## src/rtl/mul_share_arbiter_if.sv

```systemverilog
// mul_share_arbiter_if
//   Bundles the requester-side handshake, the operand buses and the result
//   return bus of mul_share_arbiter.
//   master : requester side  (drives issue_en, req_valid, req_a, req_b)
//   slave  : arbiter side    (drives req_ready, res_valid, res_id, res_data, busy)
//   req_a packs requester i at [11i+10:11i], req_b at [8i+7:8i].
interface mul_share_arbiter_if #(
    parameter int N_REQ = 4
);
    localparam int IDW = $clog2(N_REQ);

    logic                   issue_en;
    logic [N_REQ-1:0]       req_valid;
    logic [N_REQ-1:0]       req_ready;
    logic [N_REQ*11-1:0]    req_a;
    logic [N_REQ*8-1:0]     req_b;
    logic [N_REQ-1:0]       res_valid;
    logic [IDW-1:0]         res_id;
    logic signed [18:0]     res_data;
    logic                   busy;

    modport master (
        output issue_en, req_valid, req_a, req_b,
        input  req_ready, res_valid, res_id, res_data, busy
    );

    modport slave (
        input  issue_en, req_valid, req_a, req_b,
        output req_ready, res_valid, res_id, res_data, busy
    );
endinterface

```

## src/rtl/mul_share_arbiter.sv

```systemverilog
// small_multiplier
//   11-bit signed x 8-bit signed -> 19-bit signed, LATENCY cycles from the
//   operands being sampled to the product appearing on p. Free-running, no
//   valid, no stall, no reset. LATENCY must be >= 2.
//   clk : clock
//   a/b : operands, sampled every rising edge
//   p   : product of the operands sampled LATENCY edges earlier
module small_multiplier #(
    parameter int LATENCY = 9
) (
    input  logic               clk,
    input  logic signed [10:0] a,
    input  logic signed [7:0]  b,
    output logic signed [18:0] p
);
    logic signed [10:0] a_q;
    logic signed [7:0]  b_q;
    logic signed [18:0] prod_d;
    logic signed [18:0] pipe_q [LATENCY-1];

    // True product always fits 19 bits, so a 19-bit multiply is exact.
    always_comb begin
        prod_d = 19'(a_q) * 19'(b_q);
    end

    always_ff @(posedge clk) begin
        a_q       <= a;
        b_q       <= b;
        pipe_q[0] <= prod_d;
        for (int i = 1; i < LATENCY - 1; i++) begin
            pipe_q[i] <= pipe_q[i-1];
        end
    end

    assign p = pipe_q[LATENCY-2];
endmodule

// mul_share_arbiter
//   Round-robin front end sharing one small_multiplier among N_REQ
//   requesters. At most one operation is accepted per cycle; a {valid, id}
//   tag travels alongside the multiplier pipeline so each product is routed
//   back to the requester that issued it, MUL_LATENCY cycles after accept.
//   clk, rst : clock, synchronous active-high reset
//   bus      : slave side of mul_share_arbiter_if
//              issue_en gates new grants; req_valid/req_ready handshake;
//              req_a/req_b packed operands; res_valid/res_id/res_data
//              return bus (no backpressure); busy = ops outstanding.
module mul_share_arbiter #(
    parameter int N_REQ       = 4,
    parameter int MUL_LATENCY = 9
) (
    input  logic                  clk,
    input  logic                  rst,
    mul_share_arbiter_if.slave    bus
);
    localparam int IDW = $clog2(N_REQ);
    localparam int CW  = $clog2(MUL_LATENCY + 1);
    localparam logic [IDW:0] NQ = (IDW+1)'(N_REQ);

    typedef struct packed {
        logic           vld;
        logic [IDW-1:0] id;
    } tag_t;

    // Per-requester operand slices.
    logic [N_REQ-1:0][10:0] a_arr;
    logic [N_REQ-1:0][7:0]  b_arr;

    for (genvar i = 0; i < N_REQ; i++) begin : g_unpack
        assign a_arr[i] = bus.req_a[11*i +: 11];
        assign b_arr[i] = bus.req_b[8*i +: 8];
    end

    logic [IDW-1:0]               ptr_q, ptr_d;
    logic [CW-1:0]                cnt_q, cnt_d;
    tag_t [MUL_LATENCY-1:0]       tag_q, tag_d;

    logic [N_REQ-1:0]   cand;
    logic               acc;
    logic [IDW-1:0]     gnt_id;
    logic [IDW:0]       sum;
    logic [IDW-1:0]     idx;
    logic               ret;
    tag_t               last;
    logic signed [10:0] mul_a;
    logic signed [7:0]  mul_b;
    logic signed [18:0] mul_p;

    // Arbitration: scan from ptr with wrap; first candidate wins. rst is
    // folded into the candidate mask so nothing is accepted in a reset cycle.
    always_comb begin
        cand   = bus.req_valid & {N_REQ{bus.issue_en & ~rst}};
        acc    = 1'b0;
        gnt_id = '0;
        sum    = '0;
        idx    = '0;
        for (int k = 0; k < N_REQ; k++) begin
            sum = {1'b0, ptr_q} + (IDW+1)'(k);
            if (sum >= NQ) begin
                sum = sum - NQ;
            end
            idx = sum[IDW-1:0];
            if (!acc && cand[idx]) begin
                acc    = 1'b1;
                gnt_id = idx;
            end
        end
    end

    // Idle cycles feed zeros so the multiplier never sees stale operands.
    always_comb begin
        mul_a = '0;
        mul_b = '0;
        if (acc) begin
            mul_a = a_arr[gnt_id];
            mul_b = b_arr[gnt_id];
        end
    end

    small_multiplier #(
        .LATENCY (MUL_LATENCY)
    ) u_mul (
        .clk (clk),
        .a   (mul_a),
        .b   (mul_b),
        .p   (mul_p)
    );

    assign last = tag_q[MUL_LATENCY-1];
    assign ret  = last.vld;

    always_comb begin
        ptr_d = ptr_q;
        if (acc) begin
            ptr_d = (gnt_id == IDW'(N_REQ - 1)) ? '0 : gnt_id + IDW'(1);
        end

        // Tag stage 0 is sampled at the same edge as the multiplier
        // operands, so the last stage lines up with mul_p.
        tag_d[0].vld = acc;
        tag_d[0].id  = gnt_id;
        for (int i = 1; i < MUL_LATENCY; i++) begin
            tag_d[i] = tag_q[i-1];
        end

        unique case ({acc, ret})
            2'b10:   cnt_d = cnt_q + CW'(1);
            2'b01:   cnt_d = cnt_q - CW'(1);
            default: cnt_d = cnt_q;
        endcase
    end

    // Clearing the tag valids on reset drops in-flight ops even though the
    // multiplier pipeline keeps their products.
    always_ff @(posedge clk) begin
        if (rst) begin
            ptr_q <= '0;
            cnt_q <= '0;
            tag_q <= '0;
        end else begin
            ptr_q <= ptr_d;
            cnt_q <= cnt_d;
            tag_q <= tag_d;
        end
    end

    always_comb begin
        bus.req_ready = '0;
        bus.res_valid = '0;
        bus.res_id    = '0;
        bus.res_data  = '0;
        if (acc) begin
            bus.req_ready[gnt_id] = 1'b1;
        end
        if (ret) begin
            bus.res_valid[last.id] = 1'b1;
            bus.res_id             = last.id;
            bus.res_data           = mul_p;
        end
        bus.busy = (cnt_q != '0) | acc;
    end
endmodule

```

## src/flat_wrapper.sv

```systemverilog
// flat-port wrapper written by rule: the top's interface ports become plain ports
module mul_share_arbiter_flat 
#(
    parameter int N_REQ       = 4,
    parameter int MUL_LATENCY = 9
)
  (clk, rst, bus_issue_en, bus_req_valid, bus_req_a, bus_req_b, bus_req_ready, bus_res_valid, bus_res_id, bus_res_data, bus_busy);
  mul_share_arbiter_if #(.N_REQ(N_REQ)) bus_i ();
  input  logic clk;
  input  logic rst;
  input wire logic [$bits(bus_i.issue_en)-1:0] bus_issue_en;
  input wire logic [$bits(bus_i.req_valid)-1:0] bus_req_valid;
  input wire logic [$bits(bus_i.req_a)-1:0] bus_req_a;
  input wire logic [$bits(bus_i.req_b)-1:0] bus_req_b;
  output wire logic [$bits(bus_i.req_ready)-1:0] bus_req_ready;
  output wire logic [$bits(bus_i.res_valid)-1:0] bus_res_valid;
  output wire logic [$bits(bus_i.res_id)-1:0] bus_res_id;
  output wire logic [$bits(bus_i.res_data)-1:0] bus_res_data;
  output wire logic [$bits(bus_i.busy)-1:0] bus_busy;
  assign bus_i.issue_en = bus_issue_en;
  assign bus_i.req_valid = bus_req_valid;
  assign bus_i.req_a = bus_req_a;
  assign bus_i.req_b = bus_req_b;
  assign bus_req_ready = bus_i.req_ready;
  assign bus_res_valid = bus_i.res_valid;
  assign bus_res_id = bus_i.res_id;
  assign bus_res_data = bus_i.res_data;
  assign bus_busy = bus_i.busy;
  mul_share_arbiter #(.N_REQ(N_REQ), .MUL_LATENCY(MUL_LATENCY)) u_core (.clk(clk), .rst(rst), .bus(bus_i));
endmodule
```

## config.mk

```make
export PLATFORM = sky130hd
export DESIGN_NAME = mul_share_arbiter_flat
export DESIGN_NICKNAME = d
export VERILOG_FILES = /design/src/rtl/mul_share_arbiter_if.sv /design/src/rtl/mul_share_arbiter.sv /design/src/flat_wrapper.sv
export SDC_FILE = /design/constraint.sdc
export NUM_CORES = 1
export LEC_CHECK = 0
export CORE_ASPECT_RATIO = 0.6
export CORE_MARGIN = 4
export CORE_UTILIZATION = 35
export CTS_BUF_LIST = sky130_fd_sc_hd__clkbuf_2
export CTS_CLUSTER_SIZE = 10
export DETAILED_ROUTE_END_ITERATION = 7
export GPL_TIMING_DRIVEN = 0
export PLACE_DENSITY = 0.59
export SYNTH_ARGS = -nofsm -noshare
export SYNTH_HDL_FRONTEND = slang
export SYNTH_HIERARCHICAL = 1
export SYNTH_SLANG_ARGS = --single-unit
```

## constraint.sdc

```tcl
create_clock -name clk -period 6.2 [get_ports clk]
set_input_delay 0.93 -clock clk [delete_from_list [all_inputs] [get_ports clk]]
set_output_delay 0.93 -clock clk [all_outputs]
set_load 0.01 [all_outputs]
```

Word-level counts from Yosys, hierarchy flattened --
Memories as Yosys holds them, arrays and structs flattened. Cells that the tools add are included.
Operators by class: reductions and logical operators 10, $add $sub $neg 10, muxes and demuxes 34, $lt $le $gt $ge 12, bitwise logic cells 4, multipliers 1, equal/unequal tests 3
Operators with widths (count):
- binary-select mux 11 bit (select 2 bit) | 1
- 2-to-1 mux 2 bit | 10
- multiplier 11 x 8 -> 19 bit | 1
- 2-to-1 mux 19 bit | 1
- < comparator 2 x 3 -> 1 bit, second input constant | 6
- binary-select mux 8 bit (select 2 bit) | 1
- 2-to-1 mux 11 bit | 1
- 2-to-1 mux 1 bit | 10
- >= comparator 3 bit, second input constant | 3
- binary-select mux 1 bit (select 2 bit) | 4
- 2-to-1 mux 4 bit | 2
- 2-to-1 mux 8 bit | 1
- one-hot mux 4 bit (2 select lines) | 1
- subtractor 2 x 1 -> 2 bit, second input constant | 4
- adder 2 x 2 -> 3 bit, second input constant | 2
- logical AND 1 bit | 5
- adder 4 x 1 -> 4 bit, second input constant | 1
- AND 4 bit | 1
- demux 1 bit (select 2 bit) | 2
- == test 2 bit, second input constant | 2
- >= comparator 2 x 1 -> 1 bit, second input constant | 2
- nonzero test 4 bit | 1
- subtractor 4 x 1 -> 4 bit, second input constant | 1
- adder 2 x 1 -> 3 bit, second input constant | 1
- 8 further kinds | 10
Word-level totals: memory bits (writable) 152, flip-flop bits (word level) 52, input port bits 83, output and inout port bits 30, memories kept 1
Memories:
- u_core.u_mul.pipe_q | depth 8, bits a word 19, rd ports 8, clocked after Yosys merged registers in 0, wr ports 8, RTL line mul_share_arbiter.sv:19 | logic signed [18:0] pipe_q [LATENCY-1];

Depth between registers and ports, before layout --
Gate-level depths: netlist of the first run.
depth after elaboration 20, depth in mapped cells 16, gate-level depth less buffers 15

Modules after synthesis --
Netlist of the first run, hierarchy kept.
By module, submodules not included:
- small_multiplier | instances 1, area each 6867.8 sq um, cells an instance 575, seq. area each 3423.3 sq um
- mul_share_arbiter | instances 1, area each 2026.9 sq um, cells an instance 208, seq. area each 660.6 sq um

Least setup slack after synthesis of the first run --
Ideal clock, no wire load.
path kind register to register, from reg u_core.u_mul.b_q[2], to mem u_core.u_mul.pipe_q[0][17], clock period less this slack 4.172 ns, path slack 2.028 ns, buffers on the path 1, cell stages (with the launch flop) 14, setup time 0.134 ns, arrival 4.038 ns, path through dfxtp_1 -> clkbuf_1 -> nand2_1 -> fa_1 -> inv_1 -> fa_1 -> inv_1 -> fa_1 -> fa_1 -> inv_1 -> ha_1 -> mux2_2 -> a311oi_1 -> o211ai_2
RTL lines:
- from (decl) | RTL line mul_share_arbiter.sv:17 | logic signed [7:0] b_q;
- from (signal assigned) | RTL line mul_share_arbiter.sv:28 | b_q <= b;
- to (decl) | RTL line mul_share_arbiter.sv:19

==> flow_metrics.env, run 1 <==
export IMPL_synth_area_per_cell_um2=11.4
export IMPL_max_freq_mhz=204
export IMPL_dp_hpwl_um=12700
export IMPL_ys_warn_count=6
export IMPL_syn_to_final_growth_pct=21.7
export IMPL_postCtsResizedCells=0
export IMPL_grt_max_degree=14
export IMPL_cts_hold_buf=0
export IMPL_timing_setup_tns_ns=0
export IMPL_clock_path_buffers=3
export IMPL_routed_via_density=4.27
export IMPL_slew_headroom_pct=47.0
export IMPL_antenna_found_initial=1
export IMPL_hold_start="u_core/u_mul/pipe_q[0][72]"
export IMPL_r2r_setup_slack_ns=1.29
export IMPL_gp_congestion=0.868
export IMPL_cts_root_buffer="clkbuf_2"
export IMPL_hold_path_class="register to register"
export IMPL_synth_top_area_cell="dfxtp_1"
export IMPL_p_leak_nw=4.80
export IMPL_cts_made_buffers=45
export IMPL_synthFlopType="dfxtp_1"
export IMPL_vias=5527
export IMPL_synthCells=783
export IMPL_clk_latency_ns=0.69
export IMPL_dp_cells=1217
export IMPL_ant_nets=0
export IMPL_rr_endpoint="u_core/u_mul/pipe_q[0][15]"
export IMPL_finalSetupViolations=0
export IMPL_routedWlPerCell_um=12.4
export IMPL_ys_ff_latch=204
export IMPL_grtUsageTotal_pct=11.9
export IMPL_layout_drive_gt1_share_pct=11.6
export IMPL_rows=44
export IMPL_startpoint_type="register"
export IMPL_final_core_util_pct=44.0
export IMPL_maxCapViolCount=0
export IMPL_num_io_pins=113
export IMPL_core_area_um2=24600
export IMPL_tightest_slew_ns=0.796
export IMPL_rr_worst_depth=15
export IMPL_period_share_pct=79.2
export IMPL_ys_types=54
export IMPL_crit_type="register to register"
export IMPL_synth_most_common_cell="dfxtp_1"
export IMPL_power_density_nw_per_um2=249
export IMPL_place_area_um2=10400
export IMPL_clock_skew_ns=0.0460
export IMPL_portBuffers=112
export IMPL_grt_overflow_total=0
export IMPL_peakVddDrop_mv=0.106
export IMPL_grt_pass1_wl_um=27300
export IMPL_synth_top_area_share_pct=45.9
export IMPL_die_w_um=214
export IMPL_drt_pass1_iter_count=4
export IMPL_num_nets_final=1140
export IMPL_die_h_um=131
export IMPL_grt_pass1_vias=5749
export IMPL_h_tree_depth=2
export IMPL_rsz0062_at_grt="false"
export IMPL_hold_violations=0
export IMPL_end_kind="register"
export IMPL_worst_slack_ns=1.29
export IMPL_syn_area_um2=8890
export IMPL_rr_startpoint="u_core/u_mul/b_q[4]"
export IMPL_path_clk_slew_ns=0.10
export IMPL_final_instance_count_excl_fill=1294
export IMPL_min_period_ns=4.91
export IMPL_hold_ws_ns=0.301
export IMPL_wl_um=16000
export IMPL_syn_nets=981
export IMPL_synth_area_leaders="dfxtp_1 (46%), fa_1 (16%), ha_1 (5.9%)"
export IMPL_start_util_pct=36.1
export IMPL_cts_tree="built"
export IMPL_status="finished clean"
export IMPL_crit_fanout=10
export IMPL_slew_viol_final=0
export IMPL_first_iter_violations=250
export IMPL_seq_area_frac_synth_pct=45.9
export IMPL_hold_depth=0
export IMPL_preCtsSetupSlack_ns=1.35
export IMPL_required_ns=6.74
export IMPL_async_flop_share_pct=0
export IMPL_postCtsSetupBuffers=0
export IMPL_n_antenna_cell=0
export IMPL_drc=0
export IMPL_synthTopCellsByCount="dfxtp_1 (204), inv_1 (99), and2_1 (75)"
export IMPL_cts_sinks=204
export IMPL_synth_edf_count=0
export IMPL_post_route_cell_area_um2=10800
export IMPL_die_area_um2=28100
export IMPL_totalPowerFinal_mw=2.69
export IMPL_critical_path_arrival_ns=5.45
export IMPL_holdPathEnd="u_core/u_mul/pipe_q[1][15]"
## report_power, final
group	internal, mW	switching [mW]	leakage [nW]
clock	0.316	0.473	0.307
combinational	0.178	0.150	2.82
sequential	1.52	0.0529	1.68
## worst max path at each step
stage                   startpoint  cells past startpoint  slack [ns]                          to
2_1_floorplan  u_core/u_mul/b_q[2]                     13        2.03  u_core/u_mul/pipe_q[0][17]
3_3_place_gp   u_core/u_mul/b_q[4]                     15        1.36  u_core/u_mul/pipe_q[0][15]
3_5_place_dp   u_core/u_mul/b_q[4]                     15        1.35  u_core/u_mul/pipe_q[0][15]
4_1_cts        u_core/u_mul/b_q[2]                     15        1.32  u_core/u_mul/pipe_q[0][15]
5_1_grt        u_core/u_mul/b_q[2]                     15        0.99  u_core/u_mul/pipe_q[0][15]
6_report       u_core/u_mul/b_q[4]                     15        1.29  u_core/u_mul/pipe_q[0][15]
## layout by cell type, fill, tap and decap left out, types with 30 or more instances in the layout
master	netlist	layout
dfxtp_1	204	204
clkdlybuf4s50_1	0	112
inv_1	99	99
and2_1	75	75
fa_1	73	73
clkbuf_2	0	62
ha_1	42	42
mux2i_1	40	40
nand2_1	37	37
nor2b_1	31	31
nor2_1	30	30
## worst max-delay path, stage by stage (launching register included)
cell	delay, ns
dfxtp_1	0.42
clkbuf_1	0.48
nand2_1	0.16
fa_1	0.56
inv_1	0.06
fa_1	0.51
fa_1	0.54
inv_1	0.05
fa_1	0.53
inv_1	0.04
ha_1	0.27
a2111oi_2	0.47
nand3b_1	0.15
nor3_2	0.24
nor2_1	0.13
xor2_1	0.15
## registers in the layout (all words and copies together) (netlist names)
| name | flops |
|---|---|
| u_core/cnt_q | 4 |
| u_core/last | 2 |
| u_core/ptr_q | 2 |
| u_core/ret | 1 |
| u_core/tag_d | 24 |
| u_core/u_mul/a_q | 11 |
| u_core/u_mul/b_q | 8 |
| u_core/u_mul/pipe_q | 152 |
## per-layer routing
layer / global-route usage [%] / vias to the layer above / part of all wire [%]
met4: 3.09 / 0 / 1.4
met1: 17.1 / 2576 / 50
met2: 16.9 / 138 / 41
met5: 0 / - / 0
met3: 4.17 / 24 / 8.4
li1: - / 2789 / -
## kinds of logic (layout without fill, tap and decap cells)
kind of cell	count (synthesis)	count (layout)	synth area share (%)
and+or+nand+nor	201	201	12.5
muxes	42	42	4.88
xor gates and xnor gates	22	22	2.17
AOI/OAI and AO/OA	60	60	5.11
DFF	204	204	45.9
buffers and inverters	139	328	7.05
adders and majority gates	115	115	22.3
## layout make-up
type                    instances  area (um2)
clock buffers                  62         310
well taps                     322         403
multi-input cells             440        4180
inverters                     100         375
fillers                      2386       13800
plain buffers                  39         251
clock inverters                15        96.3
repair buffers                112        1120
flip-flops and latches        204        4080
(Power assumes the default switching activity.)
==> run 2: changes to the inputs <==
- clock period: 6.2 -> 5 ns (I/O delays scaled with it)
==> run 2 against run 1 <==
Effect of this change: clock power increased by 24%; critical path type unchanged; via count increased by 0.13%; maximum frequency is 4.1% higher; sequential cell count unchanged; total power grew 24%.
==> flow_metrics.env, run 2 (same netlist as run 1, synthesis figures left out) <==
export IMPL_cts_tree="built"
export IMPL_clock_skew_ns=0.0441
export IMPL_ant_nets=0
export IMPL_rr_endpoint="u_core/u_mul/pipe_q[0][16]"
export IMPL_rr_worst_depth=15
export IMPL_worst_path_stages=15
export IMPL_hold_violations=0
export IMPL_num_io_pins=113
export IMPL_largest_register_ffs=152
export IMPL_vias=5534
export IMPL_cp_num_buf_inv=4
export IMPL_core_area_um2=24600
export IMPL_timing_setup_tns_ns=0
export IMPL_portBuffers=112
export IMPL_slew_headroom_pct=47.0
export IMPL_status="finished clean"
export IMPL_grt_overflow_total=0
export IMPL_h_tree_depth=2
export IMPL_max_freq_mhz=212
export IMPL_slew_viol_final=0
export IMPL_crit_fanout=10
export IMPL_grt_pass1_vias=5749
export IMPL_critical_path_arrival_ns=5.25
export IMPL_power_density_nw_per_um2=308
export IMPL_end_kind="register"
export IMPL_dp_hpwl_um=12700
export IMPL_die_area_um2=28100
export IMPL_cpPeakStageDelay_ns=0.55
export IMPL_startpoint_type="register"
export IMPL_drt_pass1_iter_count=4
export IMPL_grt_pass1_wl_um=27300
export IMPL_routedWlPerCell_um=12.4
export IMPL_regArea_um2=4080
export IMPL_cts_made_buffers=45
export IMPL_routed_via_density=4.28
export IMPL_first_iter_violations=223
export IMPL_num_nets_final=1140
export IMPL_critPathTopFamily="adder cells"
export IMPL_multi_input_area_um2=4180
export IMPL_crit_type="register to register"
export IMPL_post_route_cell_area_um2=10800
export IMPL_cts_hold_buf=0
export IMPL_clock_path_buffers=3
export IMPL_regMostFlops="u_core/u_mul/pipe_q"
export IMPL_hold_path_class="register to register"
export IMPL_drc=0
export IMPL_n_antenna_cell=0
export IMPL_path_clk_slew_ns=0.11
export IMPL_antenna_found_initial=1
export IMPL_layout_drive_gt1_share_pct=11.9
export IMPL_crit_end="u_core/u_mul/pipe_q[0][16]"
export IMPL_critPathSlowestCell="fa_1"
export IMPL_grt_max_degree=14
export IMPL_p_leak_nw=4.81
export IMPL_mostFrequentLayoutCell="dfxtp_1"
export IMPL_cts_sinks=204
export IMPL_finalSetupViolations=0
export IMPL_die_h_um=131
export IMPL_clk_latency_ns=0.69
export IMPL_period_share_pct=94.3
export IMPL_start_util_pct=36.1
export IMPL_rows=44
export IMPL_rsz0062_at_grt="false"
export IMPL_cts_root_buffer="clkbuf_2"
export IMPL_place_area_um2=10400
export IMPL_r2r_setup_slack_ns=0.29
export IMPL_wl_um=16000
export IMPL_startpoint="u_core/u_mul/b_q[5]"
export IMPL_rr_startpoint="u_core/u_mul/b_q[5]"
export IMPL_grtUsageTotal_pct=11.9
export IMPL_maxCapViolCount=0
export IMPL_peakVddDrop_mv=0.131
export IMPL_syn_to_final_growth_pct=21.7
export IMPL_cp_cell_sequence="clkbuf_1 -> nand2_1 -> fa_1 -> fa_1 -> inv_1 -> fa_1 -> inv_1 -> fa_1 -> inv_1 -> ha_1 -> o21a_1 -> o31a_1 -> a21oi_1 -> a32oi_1 -> xor2_1"
export IMPL_fill_cells=2387
export IMPL_required_ns=5.53
export IMPL_most_common_layout_cells="dfxtp_1 (204), clkdlybuf4s50_1 (112), inv_1 (99)"
export IMPL_tightest_slew_ns=0.796
export IMPL_gp_congestion=0.868
export IMPL_cp_common_cell="fa_1"
export IMPL_die_w_um=214
export IMPL_min_period_ns=4.71
==> run 2: final cells by class <==
class	instances	share of cell area, %
multi-input combinational	440	38.6
sequential	204	37.7
timing repair buffer	112	10.4
tap	322	3.72
inverter	100	3.47
clock buffer	62	2.87
buffer	39	2.36
clock inverter	15	0.890
==> run 2: metal layers <==
layer	track usage (%)	vias to the layer above	wire, um
met2	16.9	142	6520
met4	3.09	0	223
li1	-	2789	-
met3	4.17	24	1370
met1	17.1	2579	7910
met5	0	-	0
==> run 2: power breakdown <==
group / leakage, nW / internal (mW) / switching (mW) / total [mW]
registers: 1.68 / 1.89 / 0.0659 / 1.95
logic: 2.83 / 0.221 / 0.187 / 0.408
clock network: 0.307 / 0.392 / 0.587 / 0.980
==> run 2: worst reg2reg max path, delay by kind of cell, from the launching register on <==
family | cells | cell delay, ns
buffers and inverters | 4 | 0.54
flip-flops | 1 | 0.38
AO/OA/AOI/OAI | 4 | 0.90
XOR/XNOR | 1 | 0.18
adder cells (fa/ha/maj) | 5 | 2.44
AND/OR/NAND/NOR | 1 | 0.13
==> run 2: through the flow <==
step,hold WS [ns],setup slack (ns),power [mW],utilization [%],std cells
final,0.303,0.287,3.34,44.0,1294
after detailed placement,0.312,0.149,2.41,42.3,1217
after CTS,0.298,0.122,3.42,44.0,1294
after global routing,0.303,0.0869,3.58,44.0,1294
after floorplan,0.310,0.828,2.25,-,783
after global placement,0.310,0.159,2.40,42.3,1217
==> run 2: what timing repair did <==
action                                  in CTS  in global routing
endpoints found under the setup margin       0                  3
resized for setup                            0                  6
buffers inserted                             0                  0
==> run 2: worst min path at each step <==
stage | startpoint | to | slack, ns | cells past startpoint
floorplan | u_core/u_mul/pipe_q[0][0] | u_core/u_mul/pipe_q[0][19] | 0.31 | 0
global placement | u_core/u_mul/pipe_q[0][38] | u_core/u_mul/pipe_q[0][57] | 0.31 | 0
detailed placement | u_core/u_mul/pipe_q[0][11] | u_core/u_mul/pipe_q[0][30] | 0.31 | 0
CTS | u_core/u_mul/pipe_q[0][68] | u_core/u_mul/pipe_q[1][11] | 0.30 | 0
global route | u_core/u_mul/pipe_q[1][32] | u_core/u_mul/pipe_q[1][51] | 0.30 | 0
finish | u_core/u_mul/pipe_q[0][72] | u_core/u_mul/pipe_q[1][15] | 0.30 | 0
==> run 3: changes to the inputs <==
- ABC_CLOCK_PERIOD_IN_PS: not set -> 5000
- SETUP_SLACK_MARGIN: not set -> 0.3
==> run 3 against run 2 <==
Effect of this change: total power about the same; largest cell class unchanged; sequential power about the same; critical endpoint is now u_core/u_mul/pipe_q[0][17]; maximum frequency increased by 3.4%; count of clock-buffer cells in the layout unchanged; via count increased by 0.40%; critical path depth unchanged; die area unchanged; clock power about the same; clock skew increased by 0.0018 ns; wire length increased by 0.85%; setup slack improved by 0.15 ns; register-to-register slack improved by 0.15 ns.
==> flow_metrics.env, run 3 (same netlist as run 1, synthesis figures left out) <==
export IMPL_status="finished clean"
export IMPL_rows=44
export IMPL_drc=0
export IMPL_power_density_nw_per_um2=307
export IMPL_finalSetupViolations=0
export IMPL_slew_viol_final=0
export IMPL_preCtsSetupSlack_ns=0.149
export IMPL_period_share_pct=91.2
export IMPL_min_period_ns=4.56
export IMPL_antenna_found_initial=1
export IMPL_routedWlPerCell_um=12.5
export IMPL_peakVddDrop_mv=0.131
export IMPL_rsz0062_at_grt="false"
export IMPL_first_iter_violations=225
export IMPL_tightest_slew_ns=0.794
export IMPL_routed_via_density=4.29
export IMPL_h_tree_depth=2
export IMPL_end_kind="register"
export IMPL_rr_startpoint="u_core/u_mul/b_q[4]"
export IMPL_gp_congestion=0.868
export IMPL_syn_to_final_growth_pct=22.4
export IMPL_p_leak_nw=4.84
export IMPL_num_io_pins=113
export IMPL_power_frac_seq_pct=58.4
export IMPL_internal_power_mw=2.50
export IMPL_clock_skew_ns=0.0459
export IMPL_p_comb_share_pct=12.3
export IMPL_die_h_um=131
export IMPL_cts_hold_buf=0
export IMPL_grt_pass1_wl_um=27300
export IMPL_crit_fanout=10
export IMPL_critical_path_arrival_ns=5.15
export IMPL_swShare_pct=25.1
export IMPL_clock_path_buffers=3
export IMPL_n_antenna_cell=0
export IMPL_power_switching_mw=0.839
export IMPL_max_freq_mhz=219
export IMPL_largest_register_ffs=152
export IMPL_grt_overflow_total=0
export IMPL_r2r_setup_slack_ns=0.44
export IMPL_hold_violations=0
export IMPL_grtUsageTotal_pct=11.9
export IMPL_cts_made_buffers=45
export IMPL_cts_sinks=204
export IMPL_num_nets_final=1142
export IMPL_start_util_pct=36.1
export IMPL_clk_latency_ns=0.69
export IMPL_clkPwrFrac_pct=29.2
export IMPL_dp_hpwl_um=12700
export IMPL_core_area_um2=24600
export IMPL_grt_pass1_vias=5756
export IMPL_slew_headroom_pct=47.1
export IMPL_worst_slack_ns=0.440
export IMPL_grt_max_degree=14
export IMPL_path_clk_slew_ns=0.11
export IMPL_wl_um=16200
export IMPL_hold_start="u_core/u_mul/pipe_q[0][68]"
export IMPL_cts_tree="built"
export IMPL_place_area_um2=10400
export IMPL_die_w_um=214
export IMPL_fill_cells=2388
export IMPL_portBuffers=112
export IMPL_hold_path_class="register to register"
export IMPL_startpoint="u_core/u_mul/b_q[4]"
export IMPL_most_common_layout_cells="dfxtp_1 (202), clkdlybuf4s50_1 (112), inv_1 (99)"
export IMPL_ant_nets=0
export IMPL_maxCapViolCount=0
export IMPL_vias=5556
export IMPL_crit_type="register to register"
export IMPL_post_route_cell_area_um2=10900
export IMPL_startpoint_type="register"
export IMPL_crit_end="u_core/u_mul/pipe_q[0][17]"
export IMPL_mostFrequentLayoutCell="dfxtp_1"
export IMPL_layout_drive_gt1_share_pct=12.9
export IMPL_drt_pass1_iter_count=4
export IMPL_hold_ws_ns=0.308
export IMPL_rr_endpoint="u_core/u_mul/pipe_q[0][17]"
export IMPL_totalPowerFinal_mw=3.34
export IMPL_required_ns=5.59
export IMPL_die_area_um2=28100
export IMPL_rr_worst_depth=15
export IMPL_cts_root_buffer="clkbuf_2"
export IMPL_regMostFlops="u_core/u_mul/pipe_q"
export IMPL_timing_setup_tns_ns=0
run 3: cell count changes in the layout (fill, tap and decap cells not counted), moves of 2 or more:
| cell | delta |
|---|---|
| clkbuf_1 | -2 |
| dfxtp_2 | +2 |
| dfxtp_1 | -2 |
| buf_4 | +2 |
run 3: timing repair:
item | CTS | global route
hold endpoints to repair | 0 | 0
gates resized for setup | 3 | 15
buffers inserted | 0 | 2
setup endpoints to repair | 4 | 6
run 3: area by class of cell:
cell class	instances	area, um2	area share [%]
well taps	322	403	3.70
plain buffers	39	260	2.39
multi-input cells	440	4210	38.7
flip-flops and latches	204	4090	37.5
clock inverters	15	96.3	0.885
repair buffers	114	1140	10.4
inverters	100	379	3.48
clock buffers	62	310	2.85
run 3: power by group through the flow:
| stage | Combinational [mW] | Sequential, mW | Clock [mW] |
|---|---|---|---|
| global route | 0.467 | 1.98 | 1.13 |
| CTS | 0.413 | 1.96 | 1.05 |
| finish | 0.412 | 1.95 | 0.977 |
| detailed placement | 0.411 | 2.00 | 0 |
| global placement | 0.408 | 1.99 | 0 |
| floorplan | 0.284 | 1.97 | 0 |
run 3: metal layers:
layer / up-vias / global-route usage [%] / wire length, um
met4: 0 / 3.09 / 185
met3: 20 / 4.17 / 1310
met2: 135 / 16.9 / 6650
met1: 2606 / 17.1 / 8020
li1: 2795 / - / -
met5: - / 0 / 0
run 3: worst max-delay path: stages (launching register included):
cell	delay (ns)
dfxtp_1	0.42
clkbuf_4	0.27
nand2_1	0.10
fa_1	0.53
inv_1	0.06
fa_1	0.51
fa_1	0.54
inv_1	0.05
fa_1	0.53
inv_1	0.04
ha_1	0.37
o211ai_1	0.12
o21ai_1	0.20
o21ai_1	0.13
or4_1	0.51
o211ai_2	0.09
run 3: worst min path at each step:
stage | end | cells after the start
global route | u_core/u_mul/pipe_q[1][51] | 0
global placement | u_core/u_mul/pipe_q[0][57] | 0
finish | u_core/u_mul/pipe_q[1][11] | 0
CTS | u_core/u_mul/pipe_q[1][11] | 0
floorplan | u_core/u_mul/pipe_q[0][19] | 0
detailed placement | u_core/u_mul/pipe_q[0][30] | 0
run 3: through the flow:
stage / std cells / util, %
finish: 1296 / 44.2
detailed placement: 1217 / 42.3
global placement: 1217 / 42.3
global route: 1296 / 44.2
floorplan: 783 / -
CTS: 1294 / 44.0
